==> config.mk <==
export PLATFORM = sky130hd
export DESIGN_NAME = sram_bus_arbiter
export DESIGN_NICKNAME = d
export VERILOG_FILES = /design/src/rtl/sram_bus_arbiter.sv
export SDC_FILE = /design/constraint.sdc
export NUM_CORES = 1
export LEC_CHECK = 0
export BUFFER_PORTS_ARGS = -buffer_cell sky130_fd_sc_hd__buf_4
export CAP_MARGIN = 20
export CORE_AREA = 2 2 119 121
export DETAILED_ROUTE_END_ITERATION = 8
export DIE_AREA = 0 0 121 123
export HOLD_SLACK_MARGIN = 0.03
export PLACE_DENSITY = 0.6
export SLEW_MARGIN = 30
export SYNTH_ARGS = -nofsm -noshare
export SYNTH_HDL_FRONTEND = slang
export SYNTH_SLANG_ARGS = --single-unit
export TNS_END_PERCENT = 50
==> constraint.sdc <==
create_clock -name clk -period 6 [get_ports clk]
set_input_delay 1.2 -clock clk [delete_from_list [all_inputs] [get_ports clk]]
set_output_delay 1.2 -clock clk [all_outputs]
set_load 0.1 [all_outputs]
==> src/rtl/sram_bus_arbiter.sv <==
// sram_bus_arbiter: shares one SRAM-like bus between the instruction-fetch
// port and the load/store port. One transaction is outstanding at a time;
// ties between the two sides are broken round-robin.
module sram_bus_arbiter #(
   parameter int ADDR_W = 32,
   parameter int DATA_W = 32
) (
   input  logic              clk,
   input  logic              rst,
   // instruction side
   input  logic              inst_req,
   input  logic              inst_wr,
   input  logic [1:0]        inst_size,
   input  logic [ADDR_W-1:0] inst_addr,
   input  logic [DATA_W-1:0] inst_wdata,
   output logic              inst_addr_ok,
   output logic              inst_data_ok,
   output logic [DATA_W-1:0] inst_rdata,
   // data side
   input  logic              data_req,
   input  logic              data_wr,
   input  logic [1:0]        data_size,
   input  logic [ADDR_W-1:0] data_addr,
   input  logic [DATA_W-1:0] data_wdata,
   output logic              data_addr_ok,
   output logic              data_data_ok,
   output logic [DATA_W-1:0] data_rdata,
   // shared bus
   output logic              bus_req,
   output logic              bus_wr,
   output logic [1:0]        bus_size,
   output logic [ADDR_W-1:0] bus_addr,
   output logic [DATA_W-1:0] bus_wdata,
   input  logic [DATA_W-1:0] bus_rdata,
   input  logic              bus_addr_ok,
   input  logic              bus_data_ok
);

   typedef enum logic [1:0] {
      S_IDLE = 2'd0,
      S_ADDR = 2'd1,
      S_WAIT = 2'd2
   } state_t;

   state_t            r_state;
   logic              r_sel;        // 0 = inst, 1 = data
   logic              r_last_sel;   // side granted most recently
   logic              r_bus_req;
   logic              r_bus_wr;
   logic [1:0]        r_bus_size;
   logic [ADDR_W-1:0] r_bus_addr;
   logic [DATA_W-1:0] r_bus_wdata;

   logic w_any_req;
   logic w_grant_data;
   logic w_addr_hs;
   logic w_data_hs;

   // On a tie the side opposite to the last grant wins.
   assign w_any_req    = inst_req | data_req;
   assign w_grant_data = data_req & (~inst_req | ~r_last_sel);

   // Handshakes are only honoured in the phase that expects them.
   assign w_addr_hs = (r_state == S_ADDR) & bus_addr_ok;
   assign w_data_hs = (r_state == S_WAIT) & bus_data_ok;

   // Arbitration FSM: grant in IDLE, hold bus fields in ADDR, await data in WAIT.
   always_ff @(posedge clk or posedge rst) begin
      if (rst) begin
         r_state     <= S_IDLE;
         r_sel       <= 1'b0;
         r_last_sel  <= 1'b0;
         r_bus_req   <= 1'b0;
         r_bus_wr    <= 1'b0;
         r_bus_size  <= 2'd0;
         r_bus_addr  <= '0;
         r_bus_wdata <= '0;
      end else begin
         case (r_state)
            S_IDLE: begin
               if (w_any_req) begin
                  r_sel       <= w_grant_data;
                  r_last_sel  <= w_grant_data;
                  r_bus_wr    <= w_grant_data ? data_wr    : inst_wr;
                  r_bus_size  <= w_grant_data ? data_size  : inst_size;
                  r_bus_addr  <= w_grant_data ? data_addr  : inst_addr;
                  r_bus_wdata <= w_grant_data ? data_wdata : inst_wdata;
                  r_bus_req   <= 1'b1;
                  r_state     <= S_ADDR;
               end
            end
            S_ADDR: begin
               if (bus_addr_ok) begin
                  r_bus_req <= 1'b0;
                  r_state   <= S_WAIT;
               end
            end
            S_WAIT: begin
               if (bus_data_ok) begin
                  r_state <= S_IDLE;
               end
            end
            default: begin
               r_state   <= S_IDLE;
               r_bus_req <= 1'b0;
            end
         endcase
      end
   end

   assign bus_req   = r_bus_req;
   assign bus_wr    = r_bus_wr;
   assign bus_size  = r_bus_size;
   assign bus_addr  = r_bus_addr;
   assign bus_wdata = r_bus_wdata;

   // Handshakes are routed combinationally so the requester sees them in the bus cycle.
   assign inst_addr_ok = w_addr_hs & ~r_sel;
   assign data_addr_ok = w_addr_hs &  r_sel;
   assign inst_data_ok = w_data_hs & ~r_sel;
   assign data_data_ok = w_data_hs &  r_sel;

   assign inst_rdata = bus_rdata;
   assign data_rdata = bus_rdata;

endmodule

==> flow_results.xml, run 1 <==
<?xml version="1.0" encoding="UTF-8"?>
<metrics>
  <group name="yosys">
    <metric name="post_synth_instance_area" unit="um^2">4130</metric>
    <metric name="netlist_instances" unit="">303</metric>
    <metric name="most_common_flop_cell_mapped_by_yosys" unit="">sky130_fd_sc_hd__dfrtp_1</metric>
    <metric name="syn-mean-instance-area" unit="um^2">13.6</metric>
    <metric name="synth-edff-count" unit="">0</metric>
    <metric name="ys_async_sr_fraction" unit="%">100</metric>
    <metric name="synth_top_family_by_area" unit="">multiplexers</metric>
    <metric name="yosys_warn_count" unit="">0</metric>
    <metric name="synthesis.nets" unit="">475</metric>
    <metric name="synth-simple-area-share" unit="%">1.06</metric>
    <metric name="synth-adder-area-share" unit="%">0</metric>
    <metric name="yosysSeqAreaShare" unit="%">43.0</metric>
    <metric name="netlist-cell-type-count" unit="">17</metric>
    <metric name="register_bit_total_from_synthesis" unit="">71</metric>
    <metric name="synth-xor-area-share" unit="%">0</metric>
    <metric name="synth_compound_area_share" unit="%">1.00</metric>
    <metric name="post_synth_mux_area_share" unit="%">40.2</metric>
  </group>
  <group name="clock_network">
    <metric name="clock_tree_from_tritoncts" unit="">built</metric>
    <metric name="worstSkewPairLatency" unit="ps">330</metric>
    <metric name="clk_path_buf_depth" unit="">2</metric>
    <metric name="cts_hold_repair.buffers" unit="">0</metric>
    <metric name="cts.reportedPaths.clkPinSlew" unit="ps">50</metric>
    <metric name="postCtsSetupRepairBufs" unit="">0</metric>
    <metric name="clk_root_buffer_cell" unit="">sky130_fd_sc_hd__clkbuf_16</metric>
    <metric name="h_tree_depth" unit="">3</metric>
    <metric name="cts.sinks" unit="">71</metric>
    <metric name="cts-buffers-inserted" unit="">9</metric>
    <metric name="post_cts_resize_count" unit="">0</metric>
  </group>
  <group name="route">
    <metric name="detail_route.wirelength" unit="um">9510</metric>
    <metric name="route.antenna.remaining_nets" unit="">0</metric>
    <metric name="drtIter0Drc" unit="">54</metric>
    <metric name="num_vias" unit="">2731</metric>
    <metric name="average_vias_per_placed_instance" unit="">4.31</metric>
    <metric name="routedWlPerCell" unit="um">15.0</metric>
    <metric name="drcViolationCount" unit="">0</metric>
    <metric name="drt_first_pass_iters" unit="">4</metric>
  </group>
  <group name="grt">
    <metric name="number_of_global_route_vias_before_repair" unit="">2881</metric>
    <metric name="pin_count_of_the_biggest_net_entering_global_routing" unit="">72</metric>
    <metric name="grt_overflow_total" unit="">0</metric>
    <metric name="grt_first_pass_wirelength" unit="um">14500</metric>
    <metric name="initial_antenna_violation_count" unit="">0</metric>
    <metric name="grt_total_usage" unit="%">12.7</metric>
  </group>
  <group name="final_layout">
    <metric name="insertedDiodeCount" unit="">0</metric>
    <metric name="layout_commonest_cell" unit="">sky130_fd_sc_hd__buf_4</metric>
    <metric name="post_route_cells_drive_above_1_share" unit="%">81.2</metric>
    <metric name="area.growth.synth_to_final" unit="%">38.4</metric>
    <metric name="fill_cells" unit="">1289</metric>
    <metric name="layout.nets" unit="">620</metric>
    <metric name="layout_common_cells" unit="">211 x sky130_fd_sc_hd__buf_4, 96 x sky130_fd_sc_hd__mux2_2, 71 x sky130_fd_sc_hd__dfrtp_1, 38 x sky130_fd_sc_hd__mux2_4, 9 x sky130_fd_sc_hd__clkbuf_16</metric>
    <metric name="sequential_cell_area" unit="um^2">1780</metric>
    <metric name="multi_input_comb_area" unit="um^2">1760</metric>
  </group>
  <group name="worst_setup_path">
    <metric name="cp-start-kind" unit="">input port</metric>
    <metric name="worst-endpoint-arrival" unit="ps">1860</metric>
    <metric name="worstPathMaxFanout" unit="">3</metric>
    <metric name="cp.required" unit="ps">4800</metric>
    <metric name="cp_endpoint_kind" unit="">output pin</metric>
    <metric name="cell_type_group_with_the_largest_total_delay_on_the_critical_path" unit="">buffers and inverters</metric>
    <metric name="cp_common_cell" unit="">sky130_fd_sc_hd__buf_4</metric>
    <metric name="path_cells" unit="">buf_4 -&gt; nor4b_1 -&gt; buf_4</metric>
    <metric name="cp_peak_stage_delay" unit="ps">340</metric>
    <metric name="criticalPathCategory" unit="">in2out</metric>
    <metric name="path_buf_inv" unit="">2</metric>
    <metric name="worst_path_max_delay_cell" unit="">sky130_fd_sc_hd__buf_4</metric>
  </group>
  <group name="sta">
    <metric name="finClkSkew" unit="ps">6.62</metric>
    <metric name="fin_setup_tns" unit="ps">0</metric>
    <metric name="post-route-period-util" unit="%">50.9</metric>
    <metric name="fin_max_slew_vios" unit="">0</metric>
    <metric name="rsz0062_at_grt" unit="">false</metric>
    <metric name="max_slew_headroom" unit="%">53.0</metric>
    <metric name="setup-violations-final" unit="">0</metric>
    <metric name="timing_hold_violations_final" unit="">0</metric>
    <metric name="final.min_clock_period" unit="ps">3060</metric>
    <metric name="fmax" unit="MHz">327</metric>
    <metric name="timing_worst_slew_pin_value" unit="ps">705</metric>
  </group>
  <group name="placement">
    <metric name="post-dp-hpwl" unit="um">7300</metric>
    <metric name="placement.io_buffers" unit="">211</metric>
    <metric name="place_congestion" unit="">0.682</metric>
  </group>
  <group name="die">
    <metric name="die_area" unit="um^2">14900</metric>
    <metric name="rows" unit="">43</metric>
    <metric name="core_area" unit="um^2">13600</metric>
    <metric name="die_height" unit="um">123</metric>
    <metric name="floorplan.die.width" unit="um">121</metric>
    <metric name="ioPinCount" unit="">308</metric>
    <metric name="initial_core_util" unit="%">30.3</metric>
  </group>
  <group name="outcome">
    <metric name="result_of_the_run" unit="">finished, final reports clean</metric>
  </group>
  <group name="run">
    <metric name="drv_cap" unit="">0</metric>
  </group>
  <group name="min_path">
    <metric name="hold_path.class" unit="">reg2reg</metric>
  </group>
</metrics>
cell type report:
class / instances / share of cell area, %
Clock buffer: 11 / 4.42
Clock inverter: 5 / 0.985
Inverter: 5 / 0.350
Multi-Input combinational cell: 147 / 30.8
Sequential cell: 71 / 31.1
Tap cell: 180 / 3.94
Timing Repair Buffer: 214 / 28.5
cells in the mapped netlist (2+ instances only):
library cell,instances,area share (%)
sky130_fd_sc_hd__mux2_2,96,26
sky130_fd_sc_hd__nor4b_1,2,0.42
sky130_fd_sc_hd__nor2_1,3,0.27
sky130_fd_sc_hd__mux2_4,38,14
sky130_fd_sc_hd__dfrtp_1,71,43
sky130_fd_sc_hd__inv_1,5,0.45
sky130_fd_sc_hd__buf_2,11,1.3
sky130_fd_sc_hd__buf_6,4,1.1
sky130_fd_sc_hd__buf_4,65,12
kinds of logic after synthesis:
family,Yosys count
simple gates,7
buf+inv,85
compound gates,5
flops,71
mux,135
registers in the layout, indices dropped and copies added (netlist names):
register	flops
bus_addr	32
r_state	2
r_last_sel	1
bus_wdata	32
bus_wr	1
bus_size	2
bus_req	1
per-stage QoR:
stage | hold slack, ps | worst slack [ps] | cells | cell area, um^2 | util (%)
after floorplan | 466 | 553 | 303 | 4130 | -
after global placement | 492 | 2930 | 616 | 5380 | 39.5
after detailed placement | 497 | 2950 | 617 | 5400 | 39.7
after CTS | 509 | 2940 | 633 | 5710 | 41.9
after global routing | 517 | 2870 | 633 | 5720 | 42.0
final | 505 | 2940 | 633 | 5720 | 42.0
per-layer routing:
| layer | global-route usage [%] | wire length [um] | part of all wire (%) | vias to the layer above |
|---|---|---|---|---|
| li1 | - | - | - | 1278 |
| met1 | 14.1 | 3680 | 39 | 1251 |
| met2 | 21.4 | 4590 | 48 | 191 |
| met3 | 4.61 | 1050 | 11 | 11 |
| met4 | 6.76 | 196 | 2.1 | 0 |
| met5 | 0 | 0 | 0 | - |
path summary, 6_finish.rpt:
kind	slack [ps]	startpoint	end	cells after the start
min in group asynchronous	1030	rst	r_state[1]$_DFFE_PP0P_	3
max in group asynchronous	4520	rst	bus_addr[18]$_DFFE_PP0P_	3
worst max-delay path	2940	bus_data_ok	data_data_ok	3
worst max register to register	4010	r_last_sel$_DFFE_PP0P_	bus_wdata[23]$_DFFE_PP0P_	4
worst min register to register	500	bus_addr[23]$_DFFE_PP0P_	bus_addr[23]$_DFFE_PP0P_	1
worst min-delay path	500	bus_addr[23]$_DFFE_PP0P_	bus_addr[23]$_DFFE_PP0P_	1
Power of run 1 is left out: the tool's default activity adds up to more than one toggle a clock period on the data nets, which glitch-free logic cannot reach.
==> inputs of run 2 (changes only) <==
--- a/config.mk
+++ b/config.mk
@@ -5,11 +5,12 @@
 export SDC_FILE = /design/constraint.sdc
 export NUM_CORES = 1
 export LEC_CHECK = 0
+export ABC_AREA = 1
 export BUFFER_PORTS_ARGS = -buffer_cell sky130_fd_sc_hd__buf_4
 export CAP_MARGIN = 20
-export CORE_AREA = 2 2 119 121
+export CORE_AREA = 2 2 120 122
 export DETAILED_ROUTE_END_ITERATION = 8
-export DIE_AREA = 0 0 121 123
+export DIE_AREA = 0 0 122 124
 export HOLD_SLACK_MARGIN = 0.03
 export PLACE_DENSITY = 0.6
 export SLEW_MARGIN = 30
==> constraint.sdc (replaced) <==
create_clock -name clk -period 3.1 [get_ports clk]
set_input_delay 0.62 -clock clk [delete_from_list [all_inputs] [get_ports clk]]
set_output_delay 0.62 -clock clk [all_outputs]
set_load 0.1 [all_outputs]
==> flow_results.xml, run 2 <==
<?xml version="1.0" encoding="UTF-8"?>
<metrics>
  <group name="yosys">
    <metric name="syn-mean-instance-area" unit="um^2">6.92</metric>
    <metric name="yosys_warn_count" unit="">0</metric>
    <metric name="most_common_flop_cell_mapped_by_yosys" unit="">sky130_fd_sc_hd__dfrtp_1</metric>
    <metric name="register_bit_total_from_synthesis" unit="">71</metric>
    <metric name="synthDominantAreaCellType" unit="">sky130_fd_sc_hd__dfrtp_1</metric>
    <metric name="netlist_instances" unit="">600</metric>
    <metric name="synth-edff-count" unit="">0</metric>
    <metric name="synth.top_cells.by_area" unit="">sky130_fd_sc_hd__dfrtp_1 43%, sky130_fd_sc_hd__nand2_1 31%, sky130_fd_sc_hd__buf_4 13%</metric>
    <metric name="yosysSeqAreaShare" unit="%">42.8</metric>
    <metric name="netlist-cell-type-count" unit="">13</metric>
    <metric name="netlist_top_cells_count" unit="">343 x sky130_fd_sc_hd__nand2_1, 72 x sky130_fd_sc_hd__buf_4, 71 x sky130_fd_sc_hd__dfrtp_1, 70 x sky130_fd_sc_hd__nand3_1, 15 x sky130_fd_sc_hd__clkbuf_1</metric>
    <metric name="ys_async_sr_fraction" unit="%">100</metric>
    <metric name="post_synth_instance_area" unit="um^2">4150</metric>
    <metric name="synthesis.nets" unit="">772</metric>
    <metric name="synth_top_cell_area_share" unit="%">42.8</metric>
    <metric name="synthMostInstantiatedCell" unit="">sky130_fd_sc_hd__nand2_1</metric>
  </group>
  <group name="grt">
    <metric name="initial_antenna_violation_count" unit="">0</metric>
    <metric name="grt_first_pass_wirelength" unit="um">19300</metric>
    <metric name="grt_total_usage" unit="%">16.3</metric>
    <metric name="number_of_global_route_vias_before_repair" unit="">3812</metric>
    <metric name="pin_count_of_the_biggest_net_entering_global_routing" unit="">72</metric>
    <metric name="grt_overflow_total" unit="">0</metric>
  </group>
  <group name="die">
    <metric name="core_area" unit="um^2">13700</metric>
    <metric name="ioPinCount" unit="">308</metric>
    <metric name="initial_core_util" unit="%">30.3</metric>
    <metric name="floorplan.die.width" unit="um">122</metric>
    <metric name="die_area" unit="um^2">15100</metric>
    <metric name="rows" unit="">43</metric>
    <metric name="die_height" unit="um">124</metric>
  </group>
  <group name="clock_network">
    <metric name="post_cts_resize_count" unit="">0</metric>
    <metric name="cts.sinks" unit="">71</metric>
    <metric name="cts-buffers-inserted" unit="">9</metric>
    <metric name="worstSkewPairLatency" unit="ps">330</metric>
    <metric name="cts_hold_repair.buffers" unit="">0</metric>
    <metric name="h_tree_depth" unit="">3</metric>
    <metric name="clk_path_buf_depth" unit="">2</metric>
    <metric name="postCtsSetupRepairBufs" unit="">0</metric>
    <metric name="clk_root_buffer_cell" unit="">sky130_fd_sc_hd__clkbuf_16</metric>
    <metric name="clock_tree_from_tritoncts" unit="">built</metric>
    <metric name="cts.reportedPaths.clkPinSlew" unit="ps">60</metric>
  </group>
  <group name="worst_setup_path">
    <metric name="crit_cells" unit="">4</metric>
    <metric name="criticalPathCategory" unit="">reg2out</metric>
    <metric name="cp_endpoint_kind" unit="">output pin</metric>
    <metric name="path_buf_inv" unit="">2</metric>
    <metric name="worst-endpoint-arrival" unit="ps">1380</metric>
    <metric name="reg2regPathDepth" unit="">6</metric>
    <metric name="cp-start-kind" unit="">register</metric>
    <metric name="worstPathMaxFanout" unit="">4</metric>
    <metric name="timing.critical_path.to" unit="">inst_data_ok</metric>
    <metric name="crit_path_start" unit="">r_state[0]$_DFFE_PP0P_</metric>
    <metric name="cp_peak_stage_delay" unit="ps">400</metric>
    <metric name="r2r_slack" unit="ps">1240</metric>
    <metric name="reg2reg_from" unit="">r_last_sel$_DFFE_PP0P_</metric>
    <metric name="cell_type_group_with_the_largest_total_delay_on_the_critical_path" unit="">flip-flops</metric>
    <metric name="critical_path.reg2reg.endpoint" unit="">bus_wdata[4]$_DFFE_PP0P_</metric>
    <metric name="path_cells" unit="">inv_1 -&gt; nand2_1 -&gt; nor3_1 -&gt; buf_4</metric>
    <metric name="cp.required" unit="ps">2480</metric>
    <metric name="worst_path_max_delay_cell" unit="">sky130_fd_sc_hd__dfrtp_1</metric>
  </group>
  <group name="route">
    <metric name="drcViolationCount" unit="">0</metric>
    <metric name="routedWlPerCell" unit="um">13.7</metric>
    <metric name="wirelength_met1" unit="um">5280</metric>
    <metric name="drtIter0Drc" unit="">218</metric>
    <metric name="detail_route.wirelength" unit="um">12600</metric>
    <metric name="highest_layer" unit="">met4</metric>
    <metric name="drt_first_pass_iters" unit="">4</metric>
    <metric name="met3_length" unit="um">877</metric>
    <metric name="route.antenna.remaining_nets" unit="">0</metric>
    <metric name="num_vias" unit="">3985</metric>
    <metric name="dr_wl_met2" unit="um">6140</metric>
    <metric name="average_vias_per_placed_instance" unit="">4.35</metric>
  </group>
  <group name="final_layout">
    <metric name="layout.nets" unit="">903</metric>
    <metric name="fill_cells" unit="">1448</metric>
    <metric name="area.growth.synth_to_final" unit="%">36.8</metric>
    <metric name="layout_common_cells" unit="">341 x sky130_fd_sc_hd__nand2_1, 219 x sky130_fd_sc_hd__buf_4, 71 x sky130_fd_sc_hd__dfrtp_1, 70 x sky130_fd_sc_hd__nand3_1, 9 x sky130_fd_sc_hd__clkbuf_16</metric>
    <metric name="layout_commonest_cell" unit="">sky130_fd_sc_hd__nand2_1</metric>
    <metric name="sequential_cell_area" unit="um^2">1780</metric>
    <metric name="post-route-cell-area" unit="um^2">5680</metric>
    <metric name="multi_input_comb_area" unit="um^2">1690</metric>
    <metric name="insertedDiodeCount" unit="">0</metric>
    <metric name="post_route_cells_drive_above_1_share" unit="%">32.5</metric>
  </group>
  <group name="sta">
    <metric name="final.min_clock_period" unit="ps">2000</metric>
    <metric name="rsz0062_at_grt" unit="">false</metric>
    <metric name="worst_slack" unit="ps">1100</metric>
    <metric name="max_slew_headroom" unit="%">57.6</metric>
    <metric name="setup-violations-final" unit="">0</metric>
    <metric name="timing_hold_violations_final" unit="">0</metric>
    <metric name="fin_max_slew_vios" unit="">0</metric>
    <metric name="finClkSkew" unit="ps">4.09</metric>
    <metric name="timing_worst_slew_pin_value" unit="ps">634</metric>
    <metric name="post-route-period-util" unit="%">64.5</metric>
    <metric name="fmax" unit="MHz">500</metric>
  </group>
  <group name="placement">
    <metric name="detailedPlace.worstSlack" unit="ps">941</metric>
    <metric name="post-dp-hpwl" unit="um">8740</metric>
    <metric name="placement.cell_area" unit="um^2">5390</metric>
    <metric name="place_congestion" unit="">0.780</metric>
    <metric name="placement.io_buffers" unit="">211</metric>
  </group>
  <group name="run">
    <metric name="drv_cap" unit="">0</metric>
  </group>
  <group name="pwr">
    <metric name="total_leakage_power" unit="nW">3.34</metric>
    <metric name="peakVddDrop" unit="mV">0.663</metric>
    <metric name="power.density" unit="nW/um^2">1380</metric>
  </group>
  <group name="outcome">
    <metric name="result_of_the_run" unit="">finished, final reports clean</metric>
  </group>
  <group name="min_path">
    <metric name="hold_path.class" unit="">in2async</metric>
  </group>
</metrics>
run 2: cell type report:
cell class              instances  share of cell area (%)
clock inverters                 4                   0.793
repair buffers                220                    29.3
clock buffers                  12                    4.34
multi-input cells             422                    29.8
well taps                     180                    3.97
inverters                       7                   0.485
flip-flops and latches         71                    31.3
run 2: cell families after synthesis:
group	after synthesis	share of synthesized area, %
buffers and inverters	107	16.5
AO/OA/AOI/OAI	3	0.633
flip-flops	71	42.8
AND/OR/NAND/NOR	419	40.1
run 2: how the worst min path moves through the flow:
stage / slack, ps / cells past startpoint / end / startpoint
2_1_floorplan: 520 / 2 / r_last_sel$_DFFE_PP0P_ / r_last_sel$_DFFE_PP0P_
3_3_place_gp: 460 / 2 / bus_wdata[26]$_DFFE_PP0P_ / bus_wdata[26]$_DFFE_PP0P_
5_1_grt: 280 / 2 / bus_addr[10]$_DFFE_PP0P_ / rst
6_report: 240 / 2 / bus_addr[25]$_DFFE_PP0P_ / rst
4_1_cts: 260 / 2 / bus_addr[25]$_DFFE_PP0P_ / rst
3_5_place_dp: 470 / 2 / bus_wdata[23]$_DFFE_PP0P_ / bus_wdata[23]$_DFFE_PP0P_
run 2: metal layers:
layer / up-vias / global-route usage [%]
met5: - / 0
met4: 0 / 6.75
met3: 28 / 4.21
met2: 143 / 27.6
met1: 1767 / 19.8
li1: 2047 / -
run 2: metrics by stage:
stage | setup TNS, ps | total power [mW] | hold WS [ps] | utilization, % | instances
2_1_floorplan | -447 | 6.07 | 517 | - | 600
3_3_place_gp | 0 | 6.87 | 464 | 39.3 | 900
3_5_place_dp | 0 | 6.89 | 466 | 39.3 | 900
4_1_cts | 0 | 7.95 | 260 | 41.4 | 916
5_1_grt | 0 | 8.26 | 277 | 41.4 | 916
6_report | 0 | 7.86 | 241 | 41.4 | 916
run 2: power breakdown:
group	internal, mW	switching, mW
combinational	1.03	4.18
clock	0.641	0.385
sequential	1.37	0.252
run 2: worst reg2reg max path, cell delays in order (launching register included):
cell and delay [ps]:
sky130_fd_sc_hd__dfrtp_1 430, sky130_fd_sc_hd__nand2_2 500, sky130_fd_sc_hd__buf_4 490, sky130_fd_sc_hd__nand3_1 170, sky130_fd_sc_hd__nand2_1 90, sky130_fd_sc_hd__nand2_1 50, sky130_fd_sc_hd__nand2_1 70
Note: power is estimated with default switching activity, not from simulation.
